[src/rtl/dump_loader_if.sv]
// SD sector reader + SDRAM write port bundle used by the dump loader.
// master = the loader side, slave = the SD reader / memory controller side.
interface dump_loader_if #(
    parameter int unsigned ADDR_W = 24
);
    logic              sd_rd_req;
    logic [31:0]       sd_sector;
    logic              sd_rd_ack;
    logic [7:0]        sd_data;
    logic              sd_valid;
    logic              sd_ready;
    logic              sd_error;
    logic [ADDR_W-1:0] mem_addr;
    logic [7:0]        mem_data;
    logic              mem_wr;
    logic              mem_ready;

    modport master (
        output sd_rd_req, sd_sector, sd_ready, mem_addr, mem_data, mem_wr,
        input  sd_rd_ack, sd_data, sd_valid, sd_error, mem_ready
    );

    modport slave (
        input  sd_rd_req, sd_sector, sd_ready, mem_addr, mem_data, mem_wr,
        output sd_rd_ack, sd_data, sd_valid, sd_error, mem_ready
    );
endinterface

[src/rtl/dump_loader.sv]
// Copies a ROM dump (PRG sectors then CHR sectors) from the SD sector reader
// into SDRAM through a small tagged byte FIFO. Holds the NES core via
// loader_busy while copying and pulses load_done when finished or aborted on error.
module dump_loader #(
    parameter int unsigned       ADDR_W     = 24,
    parameter logic [ADDR_W-1:0] PRG_BASE   = 24'h000000,
    parameter logic [ADDR_W-1:0] CHR_BASE   = 24'h800000,
    parameter int unsigned       FIFO_DEPTH = 8
) (
    input  logic                sysclk,
    input  logic                reset,
    input  logic                load_dump,
    input  logic [31:0]         dump_offset,
    input  logic [15:0]         dump_prg_len,
    input  logic [15:0]         dump_chr_len,
    dump_loader_if.master       bus,
    output logic                loader_busy,
    output logic                load_done,
    output logic                load_err
);

    localparam int unsigned   AW        = $clog2(FIFO_DEPTH);
    localparam int unsigned   CW        = AW + 1;
    localparam logic [CW-1:0] FIFO_FULL = CW'(FIFO_DEPTH);

    typedef enum logic [2:0] {IDLE, REQ, STREAM, DRAIN, DONE, ERR} state_t;

    state_t            state, state_nxt;
    logic [31:0]       lba;
    logic [15:0]       prg_rem, chr_rem;
    logic              cur_chr;
    logic [8:0]        byte_cnt;
    logic [ADDR_W-1:0] prg_ptr, chr_ptr;

    // FIFO entry: {phase tag (1 = CHR), data byte}
    logic [8:0]        fifo_mem [FIFO_DEPTH];
    logic [AW-1:0]     rd_ptr, wr_ptr;
    logic [CW-1:0]     fifo_cnt;
    logic [8:0]        head;

    logic fifo_empty, fifo_full, sd_ready_i, err_hit, push, pop, flush_keep;
    logic sect_left, desc_nz;

    assign fifo_empty = (fifo_cnt == '0);
    assign fifo_full  = (fifo_cnt == FIFO_FULL);
    assign head       = fifo_mem[rd_ptr];
    assign sd_ready_i = (state == STREAM) && !fifo_full;
    assign err_hit    = bus.sd_error && (state == REQ || state == STREAM);
    // A byte racing an error or a restart belongs to a copy that is being thrown away.
    assign push       = bus.sd_valid && sd_ready_i && !load_dump && !err_hit;
    assign pop        = !fifo_empty && bus.mem_ready;
    assign flush_keep = err_hit && !load_dump;
    assign sect_left  = (prg_rem != '0) || (chr_rem != '0);
    assign desc_nz    = (dump_prg_len != '0) || (dump_chr_len != '0);

    // State register
    always_ff @(posedge sysclk or negedge reset) begin
        if (!reset) state <= IDLE;
        else        state <= state_nxt;
    end

    // Next-state and outputs; load_dump overrides everything, then sd_error
    always_comb begin
        state_nxt     = state;
        bus.sd_rd_req = 1'b0;
        bus.sd_sector = '0;
        bus.sd_ready  = sd_ready_i;
        bus.mem_wr    = !fifo_empty;
        bus.mem_addr  = '0;
        bus.mem_data  = '0;
        loader_busy   = 1'b0;
        load_done     = 1'b0;
        if (!fifo_empty) begin
            bus.mem_addr = head[8] ? chr_ptr : prg_ptr;
            bus.mem_data = head[7:0];
        end
        case (state)
            IDLE: ;
            REQ: begin
                loader_busy   = 1'b1;
                bus.sd_rd_req = 1'b1;
                bus.sd_sector = lba;
                if (bus.sd_rd_ack) state_nxt = STREAM;
            end
            STREAM: begin
                loader_busy = 1'b1;
                if (push && byte_cnt == 9'd511) state_nxt = sect_left ? REQ : DRAIN;
            end
            DRAIN: begin
                loader_busy = 1'b1;
                if (fifo_empty) state_nxt = DONE;
            end
            DONE: begin
                load_done = 1'b1;
                state_nxt = IDLE;
            end
            ERR: begin
                // wait for the one in-flight write kept at the error to be accepted
                loader_busy = 1'b1;
                if (fifo_empty) state_nxt = DONE;
            end
            default: state_nxt = IDLE;
        endcase
        if (err_hit)   state_nxt = ERR;
        if (load_dump) state_nxt = desc_nz ? REQ : DONE;
    end

    // Descriptor, sector accounting and per-phase write pointers
    always_ff @(posedge sysclk or negedge reset) begin
        if (!reset) begin
            lba      <= '0;
            prg_rem  <= '0;
            chr_rem  <= '0;
            cur_chr  <= 1'b0;
            byte_cnt <= '0;
            prg_ptr  <= PRG_BASE;
            chr_ptr  <= CHR_BASE;
            load_err <= 1'b0;
        end else if (load_dump) begin
            lba      <= dump_offset;
            prg_rem  <= dump_prg_len;
            chr_rem  <= dump_chr_len;
            cur_chr  <= 1'b0;
            byte_cnt <= '0;
            prg_ptr  <= PRG_BASE;
            chr_ptr  <= CHR_BASE;
            load_err <= 1'b0;
        end else begin
            if (err_hit) load_err <= 1'b1;
            // The phase of a sector is fixed when its read is accepted; CHR LBAs
            // simply follow the PRG ones because lba keeps counting.
            if (state == REQ && bus.sd_rd_ack && !err_hit) begin
                lba      <= lba + 32'd1;
                byte_cnt <= '0;
                if (prg_rem != '0) begin
                    prg_rem <= prg_rem - 16'd1;
                    cur_chr <= 1'b0;
                end else begin
                    chr_rem <= chr_rem - 16'd1;
                    cur_chr <= 1'b1;
                end
            end
            if (push) byte_cnt <= byte_cnt + 9'd1;
            if (pop) begin
                if (head[8]) chr_ptr <= chr_ptr + ADDR_W'(1);
                else         prg_ptr <= prg_ptr + ADDR_W'(1);
            end
        end
    end

    // FIFO pointers; an SD error keeps only the head if it is still waiting on mem_ready
    always_ff @(posedge sysclk or negedge reset) begin
        if (!reset) begin
            rd_ptr   <= '0;
            wr_ptr   <= '0;
            fifo_cnt <= '0;
        end else if (load_dump || (flush_keep && (pop || fifo_empty))) begin
            rd_ptr   <= '0;
            wr_ptr   <= '0;
            fifo_cnt <= '0;
        end else if (flush_keep) begin
            wr_ptr   <= rd_ptr + AW'(1);
            fifo_cnt <= CW'(1);
        end else begin
            if (push) wr_ptr <= wr_ptr + AW'(1);
            if (pop)  rd_ptr <= rd_ptr + AW'(1);
            fifo_cnt <= fifo_cnt + CW'(push) - CW'(pop);
        end
    end

    // FIFO storage
    always_ff @(posedge sysclk) begin
        if (push) fifo_mem[wr_ptr] <= {cur_chr, bus.sd_data};
    end

endmodule

[src/flat_wrapper.sv]
// flat-port wrapper written by rule: the top's interface ports become plain ports
module dump_loader_flat 
#(
    parameter int unsigned       ADDR_W     = 24,
    parameter logic [ADDR_W-1:0] PRG_BASE   = 24'h000000,
    parameter logic [ADDR_W-1:0] CHR_BASE   = 24'h800000,
    parameter int unsigned       FIFO_DEPTH = 8
)
  (sysclk, reset, load_dump, dump_offset, dump_prg_len, dump_chr_len, loader_busy, load_done, load_err, bus_sd_rd_req, bus_sd_sector, bus_sd_ready, bus_mem_addr, bus_mem_data, bus_mem_wr, bus_sd_rd_ack, bus_sd_data, bus_sd_valid, bus_sd_error, bus_mem_ready);
  dump_loader_if #(.ADDR_W(ADDR_W)) bus_i ();
  input  logic sysclk;
  input  logic reset;
  input  logic load_dump;
  input  logic [31:0] dump_offset;
  input  logic [15:0] dump_prg_len;
  input  logic [15:0] dump_chr_len;
  output logic loader_busy;
  output logic load_done;
  output logic load_err;
  output wire logic [$bits(bus_i.sd_rd_req)-1:0] bus_sd_rd_req;
  output wire logic [$bits(bus_i.sd_sector)-1:0] bus_sd_sector;
  output wire logic [$bits(bus_i.sd_ready)-1:0] bus_sd_ready;
  output wire logic [$bits(bus_i.mem_addr)-1:0] bus_mem_addr;
  output wire logic [$bits(bus_i.mem_data)-1:0] bus_mem_data;
  output wire logic [$bits(bus_i.mem_wr)-1:0] bus_mem_wr;
  input wire logic [$bits(bus_i.sd_rd_ack)-1:0] bus_sd_rd_ack;
  input wire logic [$bits(bus_i.sd_data)-1:0] bus_sd_data;
  input wire logic [$bits(bus_i.sd_valid)-1:0] bus_sd_valid;
  input wire logic [$bits(bus_i.sd_error)-1:0] bus_sd_error;
  input wire logic [$bits(bus_i.mem_ready)-1:0] bus_mem_ready;
  assign bus_sd_rd_req = bus_i.sd_rd_req;
  assign bus_sd_sector = bus_i.sd_sector;
  assign bus_sd_ready = bus_i.sd_ready;
  assign bus_mem_addr = bus_i.mem_addr;
  assign bus_mem_data = bus_i.mem_data;
  assign bus_mem_wr = bus_i.mem_wr;
  assign bus_i.sd_rd_ack = bus_sd_rd_ack;
  assign bus_i.sd_data = bus_sd_data;
  assign bus_i.sd_valid = bus_sd_valid;
  assign bus_i.sd_error = bus_sd_error;
  assign bus_i.mem_ready = bus_mem_ready;
  dump_loader #(.ADDR_W(ADDR_W), .PRG_BASE(PRG_BASE), .CHR_BASE(CHR_BASE), .FIFO_DEPTH(FIFO_DEPTH)) u_core (.sysclk(sysclk), .reset(reset), .load_dump(load_dump), .dump_offset(dump_offset), .dump_prg_len(dump_prg_len), .dump_chr_len(dump_chr_len), .bus(bus_i), .loader_busy(loader_busy), .load_done(load_done), .load_err(load_err));
endmodule
[config.mk]
export PLATFORM = sky130hd
export DESIGN_NAME = dump_loader_flat
export DESIGN_NICKNAME = d
export VERILOG_FILES = /design/src/rtl/dump_loader_if.sv /design/src/rtl/dump_loader.sv /design/src/flat_wrapper.sv
export SDC_FILE = /design/constraint.sdc
export NUM_CORES = 1
export LEC_CHECK = 0
export CORE_MARGIN = 3
export CORE_UTILIZATION = 30
export CTS_CLUSTER_SIZE = 25
export DETAILED_ROUTE_END_ITERATION = 7
export PLACE_DENSITY = 0.61
export SLEW_MARGIN = 40
export SYNTH_ARGS = -nofsm -noshare
export SYNTH_HDL_FRONTEND = slang
export SYNTH_SLANG_ARGS = --single-unit
[constraint.sdc]
create_clock -name sysclk -period 2.8 [get_ports sysclk]
set_input_delay 0.42 -clock sysclk [delete_from_list [all_inputs] [get_ports sysclk]]
set_output_delay 0.42 -clock sysclk [all_outputs]
set_load 0.01 [all_outputs]
Yosys cells after proc, flatten, opt, wreduce, memory -nomap -nowiden
Memories as Yosys holds them, arrays and structs flattened.
Cells that the tools add are included.
{"block": "totals", "register_bits": 136, "ram_bits": 72, "inputBits": 79, "out_inout_bits": 70, "elab_cells": 126, "mem_count": 1}
{"memory": "u_core.fifo_mem", "depth": 8, "width": 9, "read_ports": 1, "rd_clocked_by_memory_dff": 0, "wr": 1, "line": "dump_loader.sv:36", "text": "logic [8:0] fifo_mem [FIFO_DEPTH];"}
{"block": "op_classes", "n_addsub": 10, "n_eq_ne": 14, "mux": 47, "n_reduce_logical": 42}
{"op": "$mux 24", "count": 8}
{"op": "$mux 16", "count": 6}
{"op": "$mux 32", "count": 3}
{"op": "$reduce_bool 16->1", "count": 4}
{"op": "$add 24x1->24 const B", "count": 2}
{"op": "$mux 3", "count": 12}
{"op": "$add 32x1->32 const B", "count": 1}
{"op": "$sub 16x1->16 const B", "count": 2}
{"op": "$mux 9", "count": 3}
{"op": "$pmux 3 s4", "count": 1}
{"op": "$reduce_bool 2->1", "count": 6}
{"op": "$logic_and 1x1->1", "count": 11}
{"op": "$mux 1", "count": 10}
{"op": "$reduce_and 2->1", "count": 5}
{"op": "$add 9x1->9 const B", "count": 1}
{"op": "$eq 9x9->1 const B", "count": 1}
{"op": "$mux 4", "count": 2}
{"op": "$mux 8", "count": 1}
{"op": "$ne 4x3->1 const B", "count": 2}
{"op": "$add 3x1->3 const B", "count": 2}
{"op": "$eq 3x2->1 const B", "count": 2}
{"op": "$eq 3x3->1 const B", "count": 2}
{"op": "$ne 2x2->1 const B", "count": 3}
{"op": "$reduce_bool 3->1", "count": 2}
{"op": "other kinds (14)", "count": 21}

Longest topological paths before layout
Gate-level depths: netlist of the first run.
{"block": "logic_depth", "depth_word": 11, "depth_mapped": 13, "depth_no_buf": 13}

Least setup slack after synthesis of the first run
Ideal clock, no wire load.
{"block": "synth_path", "path_kind": "register -> register", "startpoint": "reg u_core.state[2]", "endpoint": "mem u_core.fifo_mem[0][0] (enable)", "setup_ps": 399, "arrival_time_ps": 2529, "t_required_ps": 2401, "path_slack_ps": -128, "path_stages_with_launch": 7, "path_buffers": 2, "period_less_slack_ps": 2928, "cell_sequence": "dfrtp_1 clkbuf_1 nor3b_1 nand3_1 or3_1 clkbuf_1 nor4_1"}
{"block": "synth_via", "elab_chain_cells": 7, "word_cells_on_any_way": 11, "classes_between": "eq/ne: 2; mux: 2; reduce/logical: 7"}
{"element": "start: declaration", "line": "dump_loader.sv:28", "text": "state_t state, state_nxt;"}
{"element": "start signal: assignment", "line": "dump_loader.sv:59", "text": "else state <= state_nxt;"}
{"element": "$eq 3x2->1 / $eq 3x1->1 (equally long branches)", "line": "dump_loader.sv:47, dump_loader.sv:48"}
{"element": "$logic_and 1x1->1 / $logic_or 1x1->1 (equally long branches)", "line": "dump_loader.sv:47, dump_loader.sv:48"}
{"element": "$logic_and 1x1->1 (on tied branches)", "line": "dump_loader.sv:50, dump_loader.sv:48"}
{"element": "$logic_and 1x1->1 / $logic_not 1->1 (equally long branches)", "line": "dump_loader.sv:50", "text": "assign push = bus.sd_valid && sd_ready_i && !load_dump && !err_hit;"}
{"element": "$logic_and 1x1->1 (*)", "line": "dump_loader.sv:50"}
{"element": "$mux 1 (*)", "line": "dump_loader.sv:173", "text": "if (push) fifo_mem[wr_ptr] <= {cur_chr, bus.sd_data};"}
{"element": "$mux 1 (implied by the code) (*)", "line": "dump_loader.sv:173"}
{"element": "end: declaration", "line": "dump_loader.sv:36"}
Mark *: on every way between the ends. The rest lies on a longest branch, timed or not.

Worst setup path after layout of the first run
{"block": "layout_path", "startpoint": "reg u_core.rd_ptr[0]", "endpoint": "out bus_mem_data[7]"}
{"block": "layout_via", "elab_chain_cells": 2}
{"element": "start: declaration", "line": "dump_loader.sv:37", "text": "logic [AW-1:0] rd_ptr, wr_ptr;"}
{"element": "start signal: assignment", "line": "dump_loader.sv:166", "text": "if (pop) rd_ptr <= rd_ptr + AW'(1);"}
{"element": "$mem_v2 8x9"}
{"element": "$mux 8", "line": "dump_loader.sv:73", "text": "if (!fifo_empty) begin"}
{"element": "end: declaration", "line": "flat_wrapper.sv:24", "text": "output wire logic [$bits(bus_i.mem_data)-1:0] bus_mem_data;"}
No other way between the ends.

==> flow_summary.ini, run 1 <==
[sta]
final.setup.worst_slack_ns = 0.0330
period_share_pct = 98.8
worst_clock_skew_ns = 0.0148
hold_viol_final = 0
setup_tns_ns = 0
max-slew-margin-rel_pct = 48.6
slew_violations = 0
max_clock_freq_ghz = 0.361
finalSetupViolations = 0
worst_slew_pin_slew_ns = 0.764
fin_crit_ns = 2.77
rsz0062_at_grt = true

[global_route]
globalRouteOverflowTotal = 0
grt_start_max_net_pins = 67
via_count_of_the_first_global_routing_pass = 9360
initial_antenna_violation_count = 1
grt_pass1_wl_um = 48600
grt_usage_pct = 15.0

[setup_path]
worstPathRequired_ns = 2.38
element_type_at_the_critical_path_end = output pin
sequence_of_cells_on_the_critical_path = buf_8, mux4_2, nand2_1, a21oi_1, clkdlybuf4s50_1
critical-path-top-delay-family = buffers and inverters
reg2reg_to = u_core.chr_rem[12]
worst-path-max-fanout = 10
ff2ff_setup_slack_ns = 0.16
critical_path_buf_inv_count = 2
critical_path_arrival_ns = 2.35
r2r.worst_path.cells = 5
worst_path_largest_cell_delay_ns = 0.50
category_of_the_worst_setup_path_launch_point = flop
worstSetupPathType = flop to output pin
timing.critical_path.slowest_stage_cell = sky130_fd_sc_hd__mux4_2
crit-reg2reg-launch = u_core.prg_rem[4]

[power_and_ir_drop]
peakVddDrop_mv = 0.495
power-per-cell-area_nw_per_um2 = 667
power.static_leakage_nw = 5.62

[yosys]
synthesis.nets = 1254
asyncSetResetFlopFracSynth_pct = 65.4
number_of_synthesized_register_bits = 208
post_synth.cell_area_avg_um2 = 9.76
yosys.area.top_type = sky130_fd_sc_hd__dfrtp_1
part_of_the_yosys_area_used_for_sequential_elements_pct = 49.3
synth_top_area_share_pct = 29.9
synth_cell_types = 62
mappedNetlistArea_um2 = 11300
synthesis.instances = 1157
synth_top_flop_cell = sky130_fd_sc_hd__dfrtp_1
synthesis.yosys.warnings = 0
synthTopCellsByArea = sky130_fd_sc_hd__dfrtp_1 (30%), sky130_fd_sc_hd__edfxtp_1 (19%), sky130_fd_sc_hd__nand2_1 (6.0%)
synth_edf_count = 72

[clocking]
maximum_buffer_depth_of_the_clock_tree = 3
clkLatencyLatePin_ns = 0.53
tritoncts = done
clock-root-buffer = sky130_fd_sc_hd__clkbuf_16
clkTransAtPathRegs_ns = 0.06
cts.htree.levels = 1
cts_made_buffers = 26
clock_sink_count = 208

[min_path]
min_path_type = primary input to flop
min_delay_path_depth = 2
hold-path-endpoint = u_core.cur_chr
worstHoldStart = load_dump

[routing]
drcViolationCount = 0
route.detailed.wl_per_inst_um = 16.8
firstDrtPassIters = 5
dr.first_iter.drc_count = 611
routed-via-count = 9498
post_drt_via_cell_ratio = 5.12
drt-total-wl_um = 31100
drtAntennaViolNets = 0

[die]
floorplan.initialDensity_pct = 30.6
area_of_the_die_um2 = 40000
rows = 70
die-height_um = 200
io-pin-count = 149
die_width_um = 200
coreArea_um2 = 36900

[run]
maxCapViolCount = 0

[finish]
antennaDiodeCount = 0
num-nets-final = 1429
synthToLayoutAreaGrowth_pct = 28.4
final.fill_count = 3673
final_layout_size_suffix_gt1_share_pct = 11.8
finish.cell_count_without_fillers = 1855

[place]
buffer_ports.inserted = 148
dpl.cell_count = 1804
routabilityCongestion = 0.827
pre_cts_slack_ns = 0.175
hpwlAfterDp_um = 21700

[status]
status = complete, no violations
[cells by family (layout without fill, tap and decap cells)]
family / count (synthesis) / in the layout / synth area share (%)
fa+ha+maj: 18 / 18 / 2.06
flops: 208 / 208 / 49.3
xor+xnor: 80 / 80 / 6.21
simple gates: 521 / 521 / 23.8
mux: 38 / 38 / 5.24
buf+inv: 87 / 281 / 2.98
compound gates: 205 / 205 / 10.4
[state kept, by name (all words and copies together), names as in the netlist, 3 cells and up]
signal and cells:
u_core.fifo_cnt 4, u_core.state 3, u_core.chr_ptr 24, u_core.chr_rem 16, u_core.prg_ptr 24, u_core.lba 32, u_core.prg_rem 16, u_core.wr_ptr 3
u_core.byte_cnt 9, u_core.fifo_mem 72, u_core.rd_ptr 3
[where the power goes]
group	internal (mW)	switching [mW]	total (mW)
sequential	3.33	0.210	3.54
combinational	1.39	1.57	2.96
clock	1.90	1.27	3.18
total	6.62	3.05	9.67
[timing repair]
item | 4_1_cts | 5_1_grt
endpoints found under the setup margin | 64 | 49
gates cloned | 0 | 1
gates resized for setup | 38 | 62
endpoints found under the hold margin | 61 | 0
buffers inserted | 0 | 2
pin swaps | 0 | 2
hold buffers | 1 | 0
[layer usage]
| metal | wire length (um) | track usage [%] |
|---|---|---|
| met5 | 9 | 0 |
| met4 | 457 | 3.00 |
| met3 | 1860 | 2.70 |
| met2 | 14500 | 24.7 |
| met1 | 14300 | 20.8 |
[cells in the mapped netlist, types with 23 or more instances]
| master | n |
|---|---|
| sky130_fd_sc_hd__a21oi_1 | 80 |
| sky130_fd_sc_hd__and2_1 | 36 |
| sky130_fd_sc_hd__clkbuf_1 | 54 |
| sky130_fd_sc_hd__dfrtp_1 | 135 |
| sky130_fd_sc_hd__edfxtp_1 | 72 |
| sky130_fd_sc_hd__inv_1 | 23 |
| sky130_fd_sc_hd__nand2_1 | 181 |
| sky130_fd_sc_hd__nand3_1 | 44 |
| sky130_fd_sc_hd__nand4_1 | 33 |
| sky130_fd_sc_hd__nor2_1 | 60 |
| sky130_fd_sc_hd__nor3_1 | 26 |
| sky130_fd_sc_hd__nor4_1 | 33 |
| sky130_fd_sc_hd__o21ai_0 | 76 |
| sky130_fd_sc_hd__xnor2_1 | 55 |
| sky130_fd_sc_hd__xor2_1 | 25 |
[layout make-up]
class                   instances  area [um^2]  area share, %
flip-flops and latches        208         5570           38.4
repair buffers                206         1960           13.5
well taps                     504          631           4.35
multi-input cells             862         5420           37.4
clock inverters                 9         68.8          0.475
inverters                      28          111          0.768
clock buffers                  38          737           5.08
[stage by stage]
step	utilization [%]	hold slack (ns)	area (um^2)	total power, mW
detailed placement	36.9	0.461	13600	6.49
floorplan	-	0.124	11300	5.12
global route	39.3	0.219	14500	10.2
finish	39.3	0.219	14500	9.67
global placement	36.9	0.454	13600	6.47
CTS	39.1	0.198	14400	9.75
[how the worst max path moves through the flow]
stage	start	to	cells past startpoint
after floorplan	u_core.fifo_cnt[2]	u_core.fifo_cnt[1]	11
final	u_core.rd_ptr[0]	bus_mem_data[7]	5
after detailed placement	u_core.prg_rem[4]	u_core.chr_rem[12]	5
after global routing	u_core.rd_ptr[0]	bus_mem_data[7]	5
after global placement	u_core.rd_ptr[0]	bus_mem_addr[23]	7
after CTS	u_core.rd_ptr[0]	bus_mem_addr[7]	7
[cell usage in the layout (no fill, tap or decap), types with 33 or more instances in the layout]
cell type and instances:
sky130_fd_sc_hd__buf_4 47, sky130_fd_sc_hd__nand3_1 44, sky130_fd_sc_hd__nor2_1 60, sky130_fd_sc_hd__o21ai_0 76, sky130_fd_sc_hd__clkdlybuf4s50_1 100, sky130_fd_sc_hd__edfxtp_1 72
sky130_fd_sc_hd__dfrtp_1 134, sky130_fd_sc_hd__nand4_1 33, sky130_fd_sc_hd__nand2_1 180, sky130_fd_sc_hd__and2_1 35, sky130_fd_sc_hd__xnor2_1 55, sky130_fd_sc_hd__a21oi_1 80
Power figures use the tool's default switching activity.
==> run 2, diff against run 1 <==
--- a/config.mk
+++ b/config.mk
@@ -6,10 +6,10 @@
 export NUM_CORES = 1
 export LEC_CHECK = 0
 export CORE_MARGIN = 3
-export CORE_UTILIZATION = 30
+export CORE_UTILIZATION = 48
 export CTS_CLUSTER_SIZE = 25
 export DETAILED_ROUTE_END_ITERATION = 7
-export PLACE_DENSITY = 0.61
+export PLACE_DENSITY = 0.85
 export SLEW_MARGIN = 40
 export SYNTH_ARGS = -nofsm -noshare
 export SYNTH_HDL_FRONTEND = slang
==> flow_summary.ini, run 2 (synthesized netlist as in run 1, its figures left out) <==
[die]
area_of_the_die_um2 = 25400
die-height_um = 159
io-pin-count = 149
rows = 55
die_width_um = 159
floorplan.initialDensity_pct = 49.4
coreArea_um2 = 22800

[setup_path]
worst-path-max-fanout = 9
category_of_the_worst_setup_path_launch_point = flop
worstPathRequired_ns = 2.38
worstSetupPathType = flop to output pin
element_type_at_the_critical_path_end = output pin
worst_path_largest_cell_delay_ns = 0.51
critical_path_arrival_ns = 2.40
timing.critical_path.slowest_stage_cell = sky130_fd_sc_hd__clkdlybuf4s50_1
sequence_of_cells_on_the_critical_path = buf_8, mux4_2, nand2_1, a21oi_1, clkdlybuf4s50_1

[sta]
finalSetupViolations = 1
hold_viol_final = 0
rsz0062_at_grt = true
final.setup.worst_slack_ns = -0.0154
period_share_pct = 101
whs_ns = 0.300
setup_tns_ns = -0.0154
fin_crit_ns = 2.82
worst_slew_pin_slew_ns = 0.778
max_clock_freq_ghz = 0.355
max-slew-margin-rel_pct = 48.1
slew_violations = 0
worst_clock_skew_ns = 0.00784

[status]
status = finished with violations
failed_checks = setup timing

[power_and_ir_drop]
power.static_leakage_nw = 5.55
peakVddDrop_mv = 0.442
total_power_mw = 9.62
power-per-cell-area_nw_per_um2 = 674

[routing]
drcViolationCount = 0
post_drt_via_cell_ratio = 5.82
drt-total-wl_um = 29100
drtAntennaViolNets = 0
routed-via-count = 9623
route.detailed.wl_per_inst_um = 17.6
dr.first_iter.drc_count = 733
firstDrtPassIters = 5

[global_route]
grt_start_max_net_pins = 87
grt_pass1_wl_um = 48300
initial_antenna_violation_count = 1
globalRouteOverflowTotal = 0
grt_usage_pct = 22.7
via_count_of_the_first_global_routing_pass = 9714

[finish]
most_common_library_cell_in_the_layout_ignoring_fill_and_taps = sky130_fd_sc_hd__nand2_1
num-nets-final = 1419
largest_register_ff_count = 72
antennaDiodeCount = 0
reg_top3 = u_core.fifo_mem x72, u_core.lba x32
max_flop_register = u_core.fifo_mem
final.fill_count = 1832
finish.cell_count_without_fillers = 1653
most-common-layout-cells = sky130_fd_sc_hd__nand2_1 (181), sky130_fd_sc_hd__dfrtp_1 (134), sky130_fd_sc_hd__clkdlybuf4s50_1 (103)
final_layout_size_suffix_gt1_share_pct = 11.1
synthToLayoutAreaGrowth_pct = 26.4

[run]
maxCapViolCount = 0

[place]
dpl.cell_count = 1606
buffer_ports.inserted = 148
routabilityCongestion = 0.928
hpwlAfterDp_um = 20100

[clocking]
maximum_buffer_depth_of_the_clock_tree = 3
tritoncts = done
clock-root-buffer = sky130_fd_sc_hd__clkbuf_16
clkTransAtPathRegs_ns = 0.06
cts.htree.levels = 1
clkLatencyLatePin_ns = 0.51
cts_made_buffers = 24
clock_sink_count = 208

[min_path]
min_path_type = primary input to flop
## run 2: changes by cell type in the layout (fill, tap and decap cells not counted), moves of 4 or more
cell	delta
sky130_fd_sc_hd__dlygate4sd2_1	+4
sky130_fd_sc_hd__buf_4	-6
sky130_fd_sc_hd__clkbuf_2	-12
sky130_fd_sc_hd__clkdlybuf4s15_2	+4
## run 2: per-stage QoR
| stage | utilization [%] | instance area, um^2 | worst slack, ns |
|---|---|---|---|
| finish | 62.4 | 14300 | -0.0154 |
| global route | 62.4 | 14300 | -0.0845 |
| CTS | 62.2 | 14200 | -0.158 |
| detailed placement | 58.4 | 13400 | 0.141 |
| global placement | 58.4 | 13400 | 0.208 |
| floorplan | - | 11300 | 0.0154 |
## run 2: cell type report
cell class | count | area, um^2 | area share (%)
well taps | 313 | 392 | 2.74
multi-input cells | 862 | 5440 | 38.1
repair buffers | 198 | 1940 | 13.6
inverters | 28 | 110 | 0.772
flip-flops and latches | 208 | 5570 | 39.0
clock inverters | 11 | 144 | 1.01
clock buffers | 33 | 676 | 4.74
## run 2: path summary, 6_finish.rpt
check                           slack (ns)  cells past startpoint               start                 end
worst max-delay path                 -0.02                      5    u_core.rd_ptr[0]     bus_mem_data[7]
worst min-delay path                  0.30                      3           load_dump   u_core.chr_rem[8]
worst max register to register        0.13                      5   u_core.prg_rem[4]  u_core.chr_rem[12]
worst min register to register        0.49                      1  u_core.byte_cnt[7]  u_core.byte_cnt[7]
max in group asynchronous             1.53                      3               reset  u_core.prg_rem[15]
min in group asynchronous             0.45                      2               reset       u_core.lba[8]
## run 2: repair_timing
item / CTS / global route
setup endpoints to repair: 62 / 39
hold endpoints to repair: 62 / 0
cloned: 1 / 0
resized for setup: 50 / 32
pin swaps: 0 / 2
setup buffers: 1 / 0
hold buffers: 1 / 0
## run 2: where the power goes
group / switching (mW) / leakage (nW) / internal [mW]
registers: 0.215 / 2.42 / 3.33
clock network: 1.24 / 0.397 / 1.97
logic: 1.53 / 2.73 / 1.34
## run 2: per-layer routing
metal  part of all wire, %  track usage [%]  wire, um
met1                    41             29.8     12000
met2                    49             39.0     14400
met3                   7.1             3.93      2060
met4                   2.3             6.17       662
met5                     0                0         0
## run 2: worst max-delay path: cells and delay by family (launching register included)
| kind | cells | cell delay, ns |
|---|---|---|
| AO/OA/AOI/OAI | 1 | 0.09 |
| buffers and inverters | 2 | 0.70 |
| flip-flops | 1 | 0.47 |
| multiplexers | 1 | 0.50 |
| AND/OR/NAND/NOR | 1 | 0.11 |
==> run 3, diff against run 2 <==
--- a/config.mk
+++ b/config.mk
@@ -9,7 +9,8 @@
 export CORE_UTILIZATION = 48
 export CTS_CLUSTER_SIZE = 25
 export DETAILED_ROUTE_END_ITERATION = 7
-export PLACE_DENSITY = 0.85
+export MAX_ROUTING_LAYER = met4
+export PLACE_DENSITY = 0.82
 export SLEW_MARGIN = 40
 export SYNTH_ARGS = -nofsm -noshare
 export SYNTH_HDL_FRONTEND = slang
==> constraint.sdc (replaced) <==
create_clock -name sysclk -period 3.1 [get_ports sysclk]
set_input_delay 0.465 -clock sysclk [delete_from_list [all_inputs] [get_ports sysclk]]
set_output_delay 0.465 -clock sysclk [all_outputs]
set_load 0.01 [all_outputs]
==> flow_summary.ini, run 3 (synthesized netlist as in run 1, its figures left out) <==
[clocking]
cts_made_buffers = 23
clkLatencyLatePin_ns = 0.51
clkTransAtPathRegs_ns = 0.06
clock_sink_count = 208
cts.htree.levels = 1
clock-root-buffer = sky130_fd_sc_hd__clkbuf_16
tritoncts = done
maximum_buffer_depth_of_the_clock_tree = 3

[setup_path]
timing.critical_path.slowest_stage_cell = sky130_fd_sc_hd__mux4_2
worstSetupPathType = flop to output pin
ff2ff_setup_slack_ns = 0.44
element_type_at_the_critical_path_end = output pin
sequence_of_cells_on_the_critical_path = buf_6, mux4_2, nand2_1, a21oi_1, clkdlybuf4s50_1
critical-path-top-delay-family = buffers and inverters
critical_path_arrival_ns = 2.45
worst_path_largest_cell_delay_ns = 0.54
critical_path_buf_inv_count = 2
worstPathRequired_ns = 2.63
worst-path-max-fanout = 16
category_of_the_worst_setup_path_launch_point = flop

[finish]
synthToLayoutAreaGrowth_pct = 26.2
max_flop_register = u_core.fifo_mem
largest_register_ff_count = 72
antennaDiodeCount = 0
multiInputGateArea_um2 = 5410
most-common-layout-cells = sky130_fd_sc_hd__nand2_1 (181), sky130_fd_sc_hd__dfrtp_1 (133), sky130_fd_sc_hd__clkdlybuf4s50_1 (122)
regArea_um2 = 5570
final.fill_count = 1894
finish.cell_count_without_fillers = 1647
most_common_library_cell_in_the_layout_ignoring_fill_and_taps = sky130_fd_sc_hd__nand2_1
num-nets-final = 1414
final_layout_size_suffix_gt1_share_pct = 9.90
reg_top3 = u_core.fifo_mem x72, u_core.lba x32

[sta]
max_clock_freq_ghz = 0.343
period_share_pct = 93.9
hold_viol_final = 0
slew_violations = 0
worst_slew_pin_slew_ns = 0.768
setup_tns_ns = 0
fin_crit_ns = 2.91
finalSetupViolations = 0
worst_clock_skew_ns = 0.0113
rsz0062_at_grt = false
max-slew-margin-rel_pct = 48.8

[die]
coreArea_um2 = 22800
rows = 55
io-pin-count = 149
die_width_um = 159
floorplan.initialDensity_pct = 49.4
area_of_the_die_um2 = 25400
die-height_um = 159

[power_and_ir_drop]
peakVddDrop_mv = 0.426
power.static_leakage_nw = 5.65
power-per-cell-area_nw_per_um2 = 609

[place]
routabilityCongestion = 0.933
hpwlAfterDp_um = 19900
buffer_ports.inserted = 148
dpl.cell_count = 1601

[global_route]
grt_start_max_net_pins = 93
grt_usage_pct = 22.9
grt_pass1_wl_um = 47800
initial_antenna_violation_count = 0
via_count_of_the_first_global_routing_pass = 9509
globalRouteOverflowTotal = 0

[routing]
post_drt_via_cell_ratio = 5.80
dr.first_iter.drc_count = 792
drcViolationCount = 0
drtAntennaViolNets = 0
route.detailed.wl_per_inst_um = 17.7
routed-via-count = 9559
firstDrtPassIters = 5
drt-total-wl_um = 29200

[status]
status = complete, no violations

[run]
maxCapViolCount = 0

[min_path]
min_path_type = primary input to flop
[run 3: cell count changes in the layout (fill, tap and decap cells not counted), sizes merged, moves of 3 or more]
cell,previous run,this run
clkbuf,37,33
buf,52,46
clkinvlp,3,0
dlygate4sd2,17,0
clkdlybuf4s50,103,122
clkdlybuf4s15,6,0
dlymetal6s2s,14,24
[run 3: path summary, 6_finish.rpt]
kind | start | to | cells after the start
min reg2reg | u_core.byte_cnt[7] | u_core.byte_cnt[7] | 1
min | load_dump | u_core.chr_rem[8] | 2
min in group asynchronous | reset | u_core.prg_rem[6] | 2
max in group asynchronous | reset | u_core.chr_ptr[23] | 3
max reg2reg | u_core.prg_rem[4] | u_core.chr_rem[12] | 5
max | u_core.rd_ptr[0] | bus_mem_data[5] | 5
[run 3: timing repair]
item	CTS	global route
gates resized for setup	5	32
hold buffers	1	0
hold endpoints to repair	6	0
setup endpoints to repair	63	55
cloned	0	1
pin swaps	0	1
buffers inserted	1	1
[run 3: final cells by class]
class | count | area share, %
clock buffers | 32 | 4.63
multi-input cells | 862 | 38.0
well taps | 313 | 2.75
flip-flops and latches | 208 | 39.1
repair buffers | 194 | 13.7
inverters | 28 | 0.773
clock inverters | 10 | 1.07
[run 3: through the flow]
stage	power [mW]	setup WS [ns]	hold WS (ns)	area, um^2	util [%]
floorplan	4.62	0.172	0.169	11300	-
global route	9.09	0.0766	0.313	14200	62.4
detailed placement	5.73	0.140	0.477	13300	58.1
finish	8.68	0.188	0.306	14200	62.4
CTS	8.70	0.00968	0.290	14100	61.9
global placement	5.66	0.290	0.459	13300	58.1
[run 3: layer usage]
| layer | GRT usage, % | up-vias | part of all wire [%] |
|---|---|---|---|
| met5 | - | - | 0 |
| met4 | 4.26 | 0 | 1.6 |
| met3 | 3.49 | 45 | 7.1 |
| met2 | 37.1 | 348 | 48 |
| met1 | 31.1 | 4652 | 44 |
| li1 | - | 4514 | - |
[run 3: power by group]
group | switching, mW | total (mW) | internal [mW]
combinational | 1.34 | 2.53 | 1.20
sequential | 0.225 | 3.23 | 3.01
clock | 1.10 | 2.92 | 1.81
